===== src/rtl/params_pkg.sv =====
// Shared core parameters and the multiply-pipe stage record.
// The hazard unit and writeback index the multiply stages through MUL_STAGES.
package params_pkg;
  localparam int REGISTER_WIDTH = 5;
  localparam int MUL_STAGES     = 5;
  localparam int MUL_DATA_WIDTH = 32;

  // d0/d1/d2 change meaning per stage: operands, partial products, cross sum, result.
  typedef struct packed {
    logic                      valid;
    logic [REGISTER_WIDTH-1:0] wr_reg;
    logic [MUL_DATA_WIDTH-1:0] d0;
    logic [MUL_DATA_WIDTH-1:0] d1;
    logic [MUL_DATA_WIDTH-1:0] d2;
  } mul_stage_t;
endpackage


===== src/rtl/mul_stage_reg.sv =====
// One multiply-pipe stage register: hold, advance, flush and async clear.
// Payload only loads with a valid entry so bubbles leave data untouched.
module mul_stage_reg
  import params_pkg::*;
(
  input  logic       clk,
  input  logic       rst,
  input  logic       advance,
  input  logic       flush,
  input  mul_stage_t d,
  output mul_stage_t q
);

  always_ff @(posedge clk or posedge rst) begin
    if (rst) begin
      q <= '0;
    end else if (flush) begin
      q.valid <= 1'b0;
    end else if (advance) begin
      if (d.valid) q <= d;
      else         q.valid <= 1'b0;
    end
  end

endmodule


===== src/rtl/mul_ex_pipeline.sv =====
// Fixed 5-stage integer multiply pipe (E1..E5) feeding writeback from E5.
// The whole pipe stalls while E5 holds a result that writeback has not granted.
module mul_ex_pipeline #(
  parameter int DATA_WIDTH     = 32,
  parameter int REGISTER_WIDTH = params_pkg::REGISTER_WIDTH,
  parameter int NUM_STAGES     = 5
) (
  input  logic                                     clk_i,
  input  logic                                     rst_i,
  input  logic                                     issue_valid_i,
  input  logic                                     bubble_i,
  input  logic                                     flush_i,
  input  logic [DATA_WIDTH-1:0]                    src_a_i,
  input  logic [DATA_WIDTH-1:0]                    src_b_i,
  input  logic [REGISTER_WIDTH-1:0]                wr_reg_i,
  input  logic                                     wb_ready_i,
  output logic [NUM_STAGES-1:0]                    stage_valid_o,
  output logic [NUM_STAGES-1:0][REGISTER_WIDTH-1:0] stage_wr_reg_o,
  output logic                                     wb_valid_o,
  output logic [REGISTER_WIDTH-1:0]                wb_reg_o,
  output logic [DATA_WIDTH-1:0]                    wb_data_o,
  output logic                                     ex_allowed_wb_o,
  output logic                                     busy_o
);
  import params_pkg::*;

  localparam int H = DATA_WIDTH / 2;

  if (NUM_STAGES != MUL_STAGES || DATA_WIDTH != MUL_DATA_WIDTH ||
      REGISTER_WIDTH != params_pkg::REGISTER_WIDTH) begin : g_bad_cfg
    $error("mul_ex_pipeline: unsupported NUM_STAGES/DATA_WIDTH/REGISTER_WIDTH");
  end

  function automatic logic [DATA_WIDTH-1:0] lo_half(input logic [DATA_WIDTH-1:0] x);
    return {{(DATA_WIDTH-H){1'b0}}, x[H-1:0]};
  endfunction

  function automatic logic [DATA_WIDTH-1:0] hi_half(input logic [DATA_WIDTH-1:0] x);
    return {{H{1'b0}}, x[DATA_WIDTH-1:H]};
  endfunction

  mul_stage_t stage_d [NUM_STAGES];
  mul_stage_t stage_q [NUM_STAGES];
  logic       advance;

  assign advance         = !stage_q[NUM_STAGES-1].valid || wb_ready_i;
  assign ex_allowed_wb_o = advance;

  // aH*bH only affects bits >= DATA_WIDTH, so three partial products suffice.
  always_comb begin
    stage_d[0]        = '0;
    stage_d[0].valid  = issue_valid_i && !bubble_i;
    stage_d[0].wr_reg = wr_reg_i;
    stage_d[0].d0     = src_a_i;
    stage_d[0].d1     = src_b_i;

    stage_d[1]    = stage_q[0];
    stage_d[1].d0 = lo_half(stage_q[0].d0) * lo_half(stage_q[0].d1);
    stage_d[1].d1 = hi_half(stage_q[0].d0) * lo_half(stage_q[0].d1);
    stage_d[1].d2 = lo_half(stage_q[0].d0) * hi_half(stage_q[0].d1);

    stage_d[2]    = stage_q[1];
    stage_d[2].d1 = stage_q[1].d1 + stage_q[1].d2;
    stage_d[2].d2 = '0;

    stage_d[3]    = stage_q[2];
    stage_d[3].d0 = stage_q[2].d0 + (stage_q[2].d1 << H);
    stage_d[3].d1 = '0;

    stage_d[4] = stage_q[3];
  end

  for (genvar k = 0; k < NUM_STAGES; k++) begin : g_stage
    mul_stage_reg u_reg (
      .clk     (clk_i),
      .rst     (rst_i),
      .advance (advance),
      .flush   (flush_i),
      .d       (stage_d[k]),
      .q       (stage_q[k])
    );
  end

  always_comb begin
    stage_valid_o  = '0;
    stage_wr_reg_o = '0;
    for (int k = 0; k < NUM_STAGES; k++) begin
      stage_valid_o[k]  = stage_q[k].valid;
      stage_wr_reg_o[k] = stage_q[k].wr_reg;
    end
  end

  assign wb_valid_o = stage_q[NUM_STAGES-1].valid;
  assign wb_reg_o   = stage_q[NUM_STAGES-1].wr_reg;
  assign wb_data_o  = stage_q[NUM_STAGES-1].d0;
  assign busy_o     = |stage_valid_o;

endmodule


===== config.mk =====
export PLATFORM = sky130hd
export DESIGN_NAME = mul_ex_pipeline
export DESIGN_NICKNAME = d
export VERILOG_FILES = /design/src/rtl/params_pkg.sv /design/src/rtl/mul_stage_reg.sv /design/src/rtl/mul_ex_pipeline.sv
export SDC_FILE = /design/constraint.sdc
export NUM_CORES = 2
export LEC_CHECK = 0
export CORE_MARGIN = 5
export CORE_UTILIZATION = 63
export CTS_CLUSTER_DIAMETER = 100
export DETAILED_ROUTE_END_ITERATION = 12
export GPL_ROUTABILITY_DRIVEN = 0
export HOLD_SLACK_MARGIN = 0.03
export PLACE_DENSITY = 0.91
export SLEW_MARGIN = 20
export SYNTH_ARGS = -nofsm -noshare
export SYNTH_HDL_FRONTEND = slang
export SYNTH_SLANG_ARGS = --single-unit

===== constraint.sdc =====
create_clock -name clk_i -period 12.2 [get_ports clk_i]
set_input_delay 2.44 -clock clk_i [delete_from_list [all_inputs] [get_ports clk_i]]
set_output_delay 2.44 -clock clk_i [all_outputs]
set_load 0.02 [all_outputs]

[Yosys cells after proc, flatten, opt, wreduce, memory -nomap -nowiden]
Index checks and enable logic that the tools add are counted.
Storage, ports and cells
  register bits after elaboration: 318
  input port bits: 75
  word-level logic and storage cells: 56
  output and inout port bits: 70
Cells by class
  bitwise operators: 1
  reductions and logical operators: 11
  $add $sub $neg: 2
  multiply operators: 3
  multiplexer cells: 20
Operators with widths (number)
  102-bit two-way mux: 5
  101-bit two-way mux: 5
  16-bit by 16-bit multiplier with 32-bit output: 3
  32-bit adder: 2
  3-bit AND reduction: 5
  1-bit two-way mux: 10
  5-bit OR reduction: 1
  1-bit zero test: 2
  2-bit nonzero test: 1
  1-bit logical AND: 1
  1-bit logical OR: 1
  1-bit inverter: 1

[Longest topological paths before layout]
  word-level depth: 5
  gate-level depth with buffers: 24
  mapped depth without buffers: 22

[By module]
Synthesis repeated with hierarchy kept, for this count alone.
Unflattened totals
  cells, all modules: 4410
  area, all modules: 49391.1 µm²
By module, submodules not included
  mul_ex_pipeline: area each 28064.4 µm², cells each 3320, sequential area each 0.0 µm², instances 1
  mul_stage_reg: area each 4265.3 µm², cells each 218, sequential area each 2552.4 µm², instances 5

[Worst setup path before layout]
OpenSTA, ideal clock, no wires.
  kind: register to register
  from: reg g_stage[0].u_reg.q[77] (netlist name)
  to: reg g_stage[1].u_reg.q[93] (netlist name)
  buffers on the path: 3
  stages on the path, launching flop included: 22
  library setup time: 0.124 ns
  slack: 6.218 ns
  arrival time: 5.859 ns
  period minus slack after synthesis: 5.982 ns
  data required time: 12.076 ns
  cells stage by stage: dfrtp_1 clkbuf_1 clkbuf_1 nand2_1 fa_1 fa_1 fa_1 inv_1 fa_1 fa_1 inv_1 fa_1 inv_1 ha_1 clkbuf_1 a21o_1 or2_2 o221ai_2 a21oi_2 a221oi_1 nor4b_1 a211o_1
Between the ends
  word-level cells in the longest chain between the ends: 1
Ends and longest elaborated chain
  start, declared: RTL line mul_stage_reg.sv:11  | output mul_stage_t q
  16-bit by 16-bit multiplier with 32-bit output: RTL line mul_ex_pipeline.sv:58  | stage_d[1].d0 = lo_half(stage_q[0].d0) * lo_half(stage_q[0].d1);
  end, declared: RTL line mul_stage_reg.sv:11
Every way passes these cells.
A chain may end at the register's enable or synchronous reset.

[Worst setup path after layout]
  from: reg g_stage[0].u_reg.q[34] (netlist name)
  to: reg g_stage[1].u_reg.q[93] (netlist name)
The elaborated chain is that of the path after synthesis.

==> qor.yml <==
floorplan:
  die_area_um2: 48600
  core.rowCount: 77
  initial_core_util: 0.633
  die_w_um: 220
  die_h_um: 220
  core_area_um2: 44000
  ios: 145
worst_setup_path:
  cp-start-kind: "register"
  max_stage_delay_ns: 1.10
  required_ns: 12.65
  cp-end-kind: "register"
  cp_data_arrival_time_ns: 7.31
  crit_path_top_delay_cell: "dfrtp_1"
  crit_type: "register to register"
  cp_cell_sequence: "nand2_1 -> fa_1 -> fa_1 -> fa_1 -> fa_1 -> inv_1 -> fa_1 -> inv_1 -> fa_1 -> inv_1 -> ha_1 -> a21o_1 -> a21oi_1 -> o21ai_2 -> o221ai_2 -> a21oi_2 -> a221oi_1 -> nor4b_1 -> a211o_1"
  critPathMaxFanout: 31
  crit_path_frequent_cell: "fa_1"
synth:
  synthDistinctLibCells: 60
  synth_xor_area_frac: 0.0368
  yosys-top-cells-area: "fa_1 26%, dfrtp_1 24%, ha_1 10%"
  yosysSeqAreaShare: 0.242
  synth_cells: 2965
  synth_top_family_by_area: "adder cells"
  synth_edf_count: 0
  synthFlopType: "dfrtp_1"
  syn_nets: 3628
  synthMuxAreaShare: 0.0529
  yosysMostFrequentCell: "nand2_1"
  ys_ff_latch: 270
  yosysTopAreaCell: "fa_1"
  synth_top_cell_area_share: 0.256
  yosysWarnings: 0
  synth_area_um2: 27900
  netlist_top_cells_count: "570 x nand2_1, 498 x inv_1, 356 x fa_1"
  synth-compound-area-share: 0.0562
  synth.avg_cell_area_um2: 9.40
  async_reset_ff_frac: 1.00
  synthAdderAreaFrac: 0.360
  yosys.area_share.simple: 0.158
clocking:
  cts.sinks: 270
  cts_root_buf: "clkbuf_16"
  post_cts_resized: 0
  clk_pin_slew_ns: 0.06
  cts_hold_buf: 0
  cts_setup_buffers: 0
  clk_latency_ns: 0.62
  cts_tree: "built"
  cts_made_buffers: 30
  clockBufferDepth: 3
  h-tree-depth: 1
timing:
  rsz0062_at_grt: "no"
  skew_ns: 0.0596
  min_period_over_period: 0.562
  hold_violations: 0
  fmax_mhz: 146
  setup_tns_ns: 0
  hold_slack_ns: 0.458
  fin_crit_ns: 6.85
  slew_violations: 0
  tightest_slew_ns: 1.15
  slew_headroom: 0.235
  setup_viol: 0
place:
  dpl_cell_area_um2: 29500
  portBuffers: 144
  post-dp-hpwl_um: 51600
cells_and_area:
  diodes: 0
  regMostFlops: "g_stage.u_reg.q"
  drive_gt1_frac: 0.0763
  area_growth_pct: 9.36
  fin_nets: 3656
  stdcell_area_um2: 30500
  largest_reg_flops: 270
  reg_top3: "g_stage.u_reg.q (270)"
global_routing:
  overflow: 0
  antenna_found_initial: 1
  grt_first_pass_wirelength_um: 113000
  grt_pass1_vias: 22600
  grt_max_degree: 114
  track_usage: 0.287
routing:
  avgViaCountPerCell: 5.76
  antenna_left: 0
  wl_met1_um: 25600
  drc: 0
  wl_met3_um: 6290
  totalWireLength_um: 67800
  dr_wl_met2_um: 32600
  firstDrtPassIters: 6
  vias: 20800
  post_drt_wl_per_cell_um: 18.8
  drt_iter0_markers: 1786
  top_layer: "met5"
worst_hold_path:
  hold_class: "register to register"
run:
  maxCapViolCount: 0
status:
  status: "finished clean"
==> worst max-delay path: cells and delay by family, from the launching register on <==
| kind | cells | cell delay [ns] |
|---|---|---|
| AND/OR/NAND/NOR | 2 | 0.28 |
| adder cells (fa/ha/maj) | 7 | 3.39 |
| flip-flops | 1 | 1.10 |
| buffers and inverters | 3 | 0.15 |
| AO/OA/AOI/OAI | 7 | 1.82 |
==> kinds of logic (layout without fill, tap and decap cells) <==
logic type                 Yosys count  in the layout
adders and majority gates          588            588
AOI/OAI and AO/OA                  241            241
xor gates and xnor gates           117            117
muxes                              131            131
and+or+nand+nor                    951            951
buffers and inverters              667            718
DFF                                270            270
==> final timing paths <==
kind | startpoint | end | slack [ns] | cells past startpoint
max in group asynchronous | rst_i | g_stage[0].u_reg.q[33] | 8.20 | 3
hold / removal | g_stage[3].u_reg.q[83] | g_stage[4].u_reg.q[83] | 0.46 | 1
setup / recovery | g_stage[0].u_reg.q[34] | g_stage[1].u_reg.q[93] | 5.35 | 19
min in group asynchronous | rst_i | g_stage[3].u_reg.q[97] | 2.36 | 2
setup reg to reg | g_stage[0].u_reg.q[34] | g_stage[1].u_reg.q[93] | 5.35 | 19
hold reg to reg | g_stage[3].u_reg.q[83] | g_stage[4].u_reg.q[83] | 0.46 | 1
==> per-layer routing <==
metal,track usage,up-vias
met1,0.364,10200
li1,-,9181
met4,0.124,2
met5,0,-
met2,0.482,1108
met3,0.0586,297
==> through the flow <==
| step | instances | util | worst slack [ns] |
|---|---|---|---|
| 6_report | 3608 | 0.693 | 5.35 |
| 5_1_grt | 3608 | 0.693 | 5.14 |
| 4_1_cts | 3608 | 0.692 | 5.39 |
| 3_5_place_dp | 3553 | 0.670 | 5.43 |
| 3_3_place_gp | 3553 | 0.670 | 5.75 |
| 2_1_floorplan | 2965 | - | 2.32 |
==> layout make-up <==
class	instances	area [um2]
clock buffers	34	786
repair buffers	165	1600
inverters	498	1880
fillers	3029	13500
well taps	592	741
multi-input cells	2028	18500
flip-flops and latches	270	6760
clock inverters	21	211
==> cells in the final DEF, fill, tap and decap left out, drive strengths merged, types with 4 or more instances in the layout <==
master         instances
o21bai                 9
and3                   4
nor3b                  4
or2                    6
a211o                  5
a31oi                  5
clkdlybuf4s50        144
o211ai                 5
dfrtp                270
nand2                570
nor2                  40
ha                   232
clkinv                12
nand3                 26
nor3                  21
nand4                  4
xnor2                 80
nor2b                  5
mux2                 131
fa                   356
or4                    4
o31ai                 18
a211oi                20
buf                   21
or3                    8
a21boi                 6
inv                  502
and2                 247
a21oi                 44
a31o                   4
a21o                  19
o21ai                 86
xor2                  37
clkbuf                34
Power is not shown: default switching activity piles up to over one toggle a cycle in this logic, so the estimate is an artifact.
